--- src/rtl/sg_divider.sv ---
// sg_divider: restoring significand divider, Q = floor(A*2^(Q_W-1)/B), one quotient bit per clock plus sticky.
// Latency Q_W+1 (error path 2); result held until out_ready; no new operands while busy. Option: SG_DIV_EARLY_TERM_EN.
module sg_divider #(
  parameter int SG_W = 11,
  parameter int Q_W  = 13
) (
  input  logic            clock,
  input  logic            reset,
  input  logic            in_valid,
  output logic            in_ready,
  input  logic [SG_W-1:0] in_sg_A,
  input  logic [SG_W-1:0] in_sg_B,
  output logic            out_valid,
  input  logic            out_ready,
  output logic [Q_W-1:0]  quotient,
  output logic            sticky,
  output logic            div_err
);

  localparam int CNT_W = (Q_W > 1) ? $clog2(Q_W) : 1;

  typedef enum logic [1:0] {
    IDLE = 2'd0,
    RUN  = 2'd1,
    DONE = 2'd2
  } state_t;

  state_t          r_state;
  state_t          w_next;
  logic [SG_W:0]   r_rem;
  logic [SG_W-1:0] r_div;
  logic [CNT_W-1:0] r_cnt;
  logic [Q_W-1:0]  r_quot;
  logic            r_sticky;
  logic            r_err;

  logic            w_ge;
  logic [SG_W:0]   w_r;
  logic            w_last;

  assign w_ge = (r_rem >= {1'b0, r_div});
  assign w_r  = w_ge ? (r_rem - {1'b0, r_div}) : r_rem;

`ifdef SG_DIV_EARLY_TERM_EN
  // Zero partial remainder: all remaining quotient bits are already 0.
  assign w_last = (r_cnt == '0) || (w_r == '0);
`else
  assign w_last = (r_cnt == '0);
`endif

  always_ff @(posedge clock or posedge reset) begin
    if (reset) begin
      r_state <= IDLE;
    end else begin
      r_state <= w_next;
    end
  end

  // Error path spends one RUN cycle doing nothing so its result lands at T+2.
  always_comb begin
    w_next = r_state;
    case (r_state)
      IDLE:    if (in_valid) w_next = RUN;
      RUN:     if (r_err || w_last) w_next = DONE;
      DONE:    if (out_ready) w_next = IDLE;
      default: w_next = IDLE;
    endcase
  end

  always_comb begin
    in_ready  = 1'b0;
    out_valid = 1'b0;
    case (r_state)
      IDLE:    in_ready  = 1'b1;
      DONE:    out_valid = 1'b1;
      default: begin
        in_ready  = 1'b0;
        out_valid = 1'b0;
      end
    endcase
  end

  always_ff @(posedge clock or posedge reset) begin
    if (reset) begin
      r_rem    <= '0;
      r_div    <= '0;
      r_cnt    <= '0;
      r_quot   <= '0;
      r_sticky <= 1'b0;
      r_err    <= 1'b0;
    end else begin
      case (r_state)
        IDLE: begin
          if (in_valid) begin
            r_div    <= in_sg_B;
            r_sticky <= 1'b0;
            if (in_sg_B[SG_W-1]) begin
              r_rem  <= {1'b0, in_sg_A};
              r_cnt  <= CNT_W'(Q_W - 1);
              r_quot <= '0;
              r_err  <= 1'b0;
            end else begin
              r_cnt  <= '0;
              r_quot <= '1;
              r_err  <= 1'b1;
            end
          end
        end
        RUN: begin
          if (!r_err) begin
            r_quot[r_cnt] <= w_ge;
            if (w_last) begin
              r_rem    <= w_r;
              r_sticky <= (w_r != '0);
            end else begin
              // w_r < B < 2^SG_W, so the shift cannot lose a bit.
              r_rem <= {w_r[SG_W-1:0], 1'b0};
              r_cnt <= r_cnt - CNT_W'(1);
            end
          end
        end
        default: begin
        end
      endcase
    end
  end

  assign quotient = r_quot;
  assign sticky   = r_sticky;
  assign div_err  = r_err;

endmodule

--- config.mk ---
export PLATFORM = sky130hd
export DESIGN_NAME = sg_divider
export DESIGN_NICKNAME = d
export VERILOG_FILES = /design/src/rtl/sg_divider.sv
export SDC_FILE = /design/constraint.sdc
export NUM_CORES = 1
export LEC_CHECK = 0
export ABC_CLOCK_PERIOD_IN_PS = 3250
export BUFFER_PORTS_ARGS = -buffer_cell sky130_fd_sc_hd__buf_2
export CAP_MARGIN = 20
export CORE_MARGIN = 3
export CORE_UTILIZATION = 34
export CTS_CLUSTER_DIAMETER = 60
export DETAILED_ROUTE_END_ITERATION = 6
export GPL_ROUTABILITY_DRIVEN = 0
export SYNTH_ARGS = -nofsm -noshare
export SYNTH_HDL_FRONTEND = slang
export SYNTH_SLANG_ARGS = --single-unit
--- constraint.sdc ---
create_clock -name clock -period 3.25 [get_ports clock]
set_clock_uncertainty 0.15 [all_clocks]
set_input_delay 0.65 -clock clock [delete_from_list [all_inputs] [get_ports clock]]
set_output_delay 0.65 -clock clock [all_outputs]
set_load 0.02 [all_outputs]
==> After elaboration in Yosys (flattened, before gate mapping) <==
Index checks and enable logic that the tools add are counted.
{ "classes": {"addsub": 2, "order_cmp": 3, "eq_ne": 9, "muxes": 29, "reduce_logical": 12} }
{ "op_table": {"columns": ["operator", "count"], "rows": [
  ["12-bit two-way mux", 5],
  ["13-bit two-way mux", 3],
  ["13-bit one-hot mux with 2 select lines", 1],
  ["12-bit one-hot mux with 2 select lines", 1],
  ["4-bit two-way mux", 4],
  ["2-bit inequality test, second input constant", 7],
  ["13-bit bitwise mux", 1],
  ["12-bit by 11-bit greater-or-equal comparator with 1-bit output", 1],
  ["4-bit AND reduction", 3],
  ["12-bit nonzero test", 1],
  ["12-bit by 11-bit subtractor with 12-bit output", 1],
  ["4-bit one-hot mux with 2 select lines", 1],
  ["1-bit two-way mux", 7],
  ["2-bit two-way mux", 3],
  ["2-bit one-hot mux with 3 select lines", 1],
  ["3-bit AND reduction", 2],
  ["4-bit by 5-bit < comparator with 1-bit output, second input constant", 1],
  ["1-bit demux with 4-bit select", 1],
  ["4-bit by 1-bit greater-or-equal comparator with 1-bit output, second input constant", 1],
  ["4-bit logical NOT", 1],
  ["4-bit by 1-bit subtractor with 4-bit output, second input constant", 1],
  ["2-bit by 1-bit equality test with 1-bit output, second input constant", 1],
  ["2-bit equality test, second input constant", 1],
  ["2-bit logical NOT", 1],
  ["5 further kinds", 5]
]} }
{ "word_totals": {"register_bits": 44, "input_bits": 26, "output_inout_bits": 17, "word_cells": 62} }

==> Longest topological paths before layout <==
{ "logic_depth": {"depth_word": 7, "ltp_mapped": 12, "ltp_nobuf": 10} }

==> Worst setup path after synthesis <==
No wires, ideal clock.
{ "synth_timing": {"path_kind": "flip-flop to flip-flop", "from": "reg r_rem[0]", "to": "reg r_rem[7]", "setup_time_ns": 0.118, "t_arrival_ns": 2.500, "required_time_ns": 2.982, "path_slack_ns": 0.482, "path_stages_with_launch": 12, "path_buffers": 2, "synth_period_minus_slack_ns": 2.768, "cell_sequence": "dfrtp_1 > inv_1 > ha_1 > fa_1 > nand2b_1 > a21oi_1 > o2111ai_1 > nand3_2 > buf_6 > buf_2 > mux4_2 > a21o_1"} }
{ "synth_between": {"elab_chain_len": 5, "elab_cells_between_ends": 6, "cone_classes": "add/sub (1); order compare (1); mux (4)"} }
{ "synth_lines": {"columns": ["item", "line_no", "source"], "rows": [
  ["start: declaration", "30", "logic [SG_W:0] r_rem;"],
  ["start signal: assignment", "98", "r_rem <= {1'b0, in_sg_A};"],
  ["start signal: assignment", "113", "r_rem <= w_r;"],
  ["start signal: assignment", "117", "r_rem <= {w_r[SG_W-1:0], 1'b0};"],
  ["12-bit by 11-bit subtractor with 12-bit output / 12-bit by 11-bit greater-or-equal comparator with 1-bit output (equally long branches)", "42, 41", null],
  ["12-bit two-way mux *", "42", "assign w_r = w_ge ? (r_rem - {1'b0, r_div}) : r_rem;"],
  ["12-bit two-way mux *", "112", "if (w_last) begin"],
  ["12-bit two-way mux *", "110", "if (!r_err) begin"],
  ["12-bit one-hot mux with 2 select lines *", "92", "case (r_state)"]
]} }
Mark *: on every way between the ends. The rest lies on a longest branch, timed or not. The select of a mux whose other input is x is not followed.
A chain may end at the register's enable or synchronous reset.

==> Worst setup path after layout <==
{ "layout_timing": {"from": "reg r_rem[0]", "to": "reg r_sticky (netlist: sticky)"} }
{ "layout_between": {"elab_chain_len": 6, "elab_cells_between_ends": 7, "cone_classes": "add/sub (1); order compare (1); mux (4); reduce/logical (1)"} }
{ "layout_lines": {"columns": ["item", "line_no", "source"], "rows": [
  ["12-bit by 11-bit subtractor with 12-bit output / 12-bit by 11-bit greater-or-equal comparator with 1-bit output (equally long branches)", "42, 41", null],
  ["12-bit two-way mux *", "42", null],
  ["12-bit nonzero test *", "114", "r_sticky <= (w_r != '0);"],
  ["1-bit two-way mux *", "112", null],
  ["1-bit two-way mux *", "110", null],
  ["1-bit one-hot mux with 2 select lines *", "92", null],
  ["end signal: assignment", "114", null],
  ["end: declaration", "34", "logic r_sticky;"]
]} }
Marked as above.

==> impl_metrics.yaml <==
final_layout:
  syn_to_final_growth_pct: 13.00
  sequential_cell_area_um2: 1101
  drive_above_1_share_pct: 18.86
  antennaDiodeCount: 0
  fin_nets: 444
  multiInputGateArea_um2: 1780
  fill_cells: 879
setup_path:
  arrival_ns: 3.04
  r2r-end: "sticky"
  rr_worst_depth: 9
  critPathCaptureType: "flop"
  crit_fanout: 8
  r2r_start: "r_rem[0]"
  rrSetupSlack_ns: 0.26
  worstPathRequired_ns: 3.29
  critPathLaunchType: "flop"
  path_class: "reg2reg"
placed_design:
  numPortBuffers: 42
  hpwl_um: 5977
hold_path:
  hp-class: "reg2reg"
  min_from: "r_div[0]"
  min_to: "r_div[0]"
  hold_depth: 2
synth:
  synth_cells: 361
  ys_types: 59
  ys_seq_area_share_pct: 36.20
  async_reset_ff_share_pct: 100.0
  syn-cell-area_um2: 3042
  synth_edf_count: 0
  synth_nets: 403
  syn_area_per_cell_um2: 8.426
  ys_ff_latch: 44
  yosys_most_used_dff: "dfrtp_1"
  ys_warn_count: 0
clocking:
  cts_buffers: 5
  postCtsSetupBuffers: 0
  clock_path_buffers: 2
  insertion_delay_ns: 0.31
  h-tree-depth: 2
  cts.clk_slew.worst_paths_ns: 0.09
  ctsHoldBuffers: 0
  tritoncts: "yes"
  clock-sinks: 44
  cts_resized: 0
  ctsRootBufferMaster: "clkbuf_8"
global_route:
  grt_max_degree: 45
  grt_pass1_vias: 2733
  grt_pass1_wl_um: 13370
  grt_usage_pct: 16.45
  gr-total-overflow: 0
  antenna_found_initial: 0
timing:
  rsz0062_at_grt: "false"
  min_period_ns: 2.993
  finalCritPeriodShare_pct: 92.08
  fin_setup_tns_ns: 0
  worst_slew_pin_slew_ns: 0.9500
  hold_violations: 0
  fmax_mhz: 334.2
  relSlewSlack_pct: 36.58
  maxSlewViolCount: 0
  setup_viol: 0
detailed_routing:
  drt_first_pass_iters: 4
  antenna_left: 0
  drtIter0Drc: 116
  drc: 0
  via_count: 2783
  vias_per_cell: 5.478
  wirelength_um: 8053
  wl_per_cell_um: 15.85
die:
  fp.dieH_um: 100.6
  die_w_um: 100.6
  num_rows: 33
  initial_utilization_pct: 35.93
  pin_count: 43
  core_um2: 8464
  dieArea_um2: 10120
flow_run:
  drv_cap: 0
run_status:
  status: "finished clean"
-- worst max path at each step --
| stage | startpoint | to | slack [ns] | cells after the start |
|---|---|---|---|---|
| 2_1_floorplan | r_rem[0] | r_rem[7] | 0.48 | 11 |
| 3_3_place_gp | r_rem[0] | sticky | 0.39 | 9 |
| 3_5_place_dp | r_rem[0] | sticky | 0.29 | 9 |
| 4_1_cts | r_rem[0] | sticky | 0.28 | 9 |
| 5_1_grt | r_rem[0] | r_rem[8] | 0.07 | 11 |
| 6_report | r_rem[0] | sticky | 0.26 | 9 |
-- synth_stat cells, drive strengths merged (3+ instances only) --
master | n | area share (%)
o2111ai | 4 | 1.2
nor2b | 6 | 1.5
nand2b | 7 | 1.8
mux2 | 4 | 1.5
a31oi | 7 | 1.4
nor2 | 24 | 3.4
a22o | 4 | 1.2
o21a | 3 | 0.74
dfrtp | 44 | 36
a21oi | 40 | 7.1
and3 | 5 | 1.1
xor2 | 4 | 1.2
mux2i | 7 | 2.3
or2 | 3 | 0.62
nand3 | 9 | 1.6
clkbuf | 8 | 0.99
nor4 | 3 | 0.62
a21o | 5 | 1.2
buf | 6 | 1.8
nor3 | 9 | 1.5
o21ai | 36 | 6.0
a221oi | 3 | 0.86
ha | 15 | 6.2
inv | 20 | 2.5
nand2 | 61 | 7.5
-- cell type report --
type	count	share of cell area, %
clock buffer	7	2.512
multi-input combinational	283	51.80
clock inverter	1	0.2184
timing repair buffer	48	7.426
inverter	20	2.184
tap	105	3.822
sequential	44	32.04
-- cells by family after synthesis --
family	synth area share [%]
xor gates and xnor gates	1.728
DFF	36.20
muxes	5.265
adders and majority gates	6.828
AOI/OAI and AO/OA	23.49
buffers and inverters	5.265
and+or+nand+nor	21.23
-- state kept, by name, indices dropped and copies added, names as in the netlist --
signal and flops:
r_rem 12, sticky 1, r_div 11, div_err 1
quotient 13, r_cnt 4, r_state 2
-- worst max-delay path: stages, from the launching register on --
cell and delay (ns):
dfrtp_1 0.40, inv_1 0.06, ha_1 0.25, fa_1 0.42, nand2b_1 0.18, a21oi_1 0.21
o2111ai_1 0.19, nand3_2 0.22, mux2_1 0.38, o41a_1 0.42
-- routing by layer --
| metal | vias up | track usage, % | share of wire, % |
|---|---|---|---|
| li1 | 1371 | - | - |
| met5 | - | 0 | 0 |
| met3 | 16 | 3.253 | 4.8 |
| met4 | 0 | 5.492 | 2.3 |
| met1 | 1320 | 21.67 | 46 |
| met2 | 76 | 26.94 | 47 |
-- placed cells by master (no fill, tap or decap), types with 3 or more instances in the layout --
cell type,instances
nand2_1,61
a221oi_1,3
o21a_1,3
a21oi_1,38
nor2_1,21
nand3_1,8
xor2_1,4
nor4_1,3
nor3_1,9
a21o_1,5
o2111ai_1,4
ha_1,15
mux2_1,3
nand2b_1,5
and3_1,4
buf_4,5
o21ai_0,26
inv_1,18
nor2b_1,5
mux2i_1,7
a31oi_1,7
buf_2,42
dfrtp_1,44
clkbuf_8,6
o21ai_1,9
a22o_1,4
-- per-stage QoR --
| stage | utilization, % | worst slack, ns | hold WS [ns] | cells | instance area (um2) |
|---|---|---|---|---|---|
| 5_1_grt | 40.61 | 0.06891 | 0.3845 | 508 | 3437 |
| 3_5_place_dp | 39.41 | 0.2923 | 0.3559 | 499 | 3336 |
| 3_3_place_gp | 39.41 | 0.3946 | 0.3234 | 499 | 3336 |
| 6_report | 40.61 | 0.2574 | 0.3703 | 508 | 3437 |
| 4_1_cts | 40.52 | 0.2829 | 0.3776 | 507 | 3430 |
| 2_1_floorplan | - | 0.4822 | 0.2997 | 361 | 3042 |
Power is not shown: default switching activity piles up to over one toggle a cycle in this logic, so the estimate is an artifact.
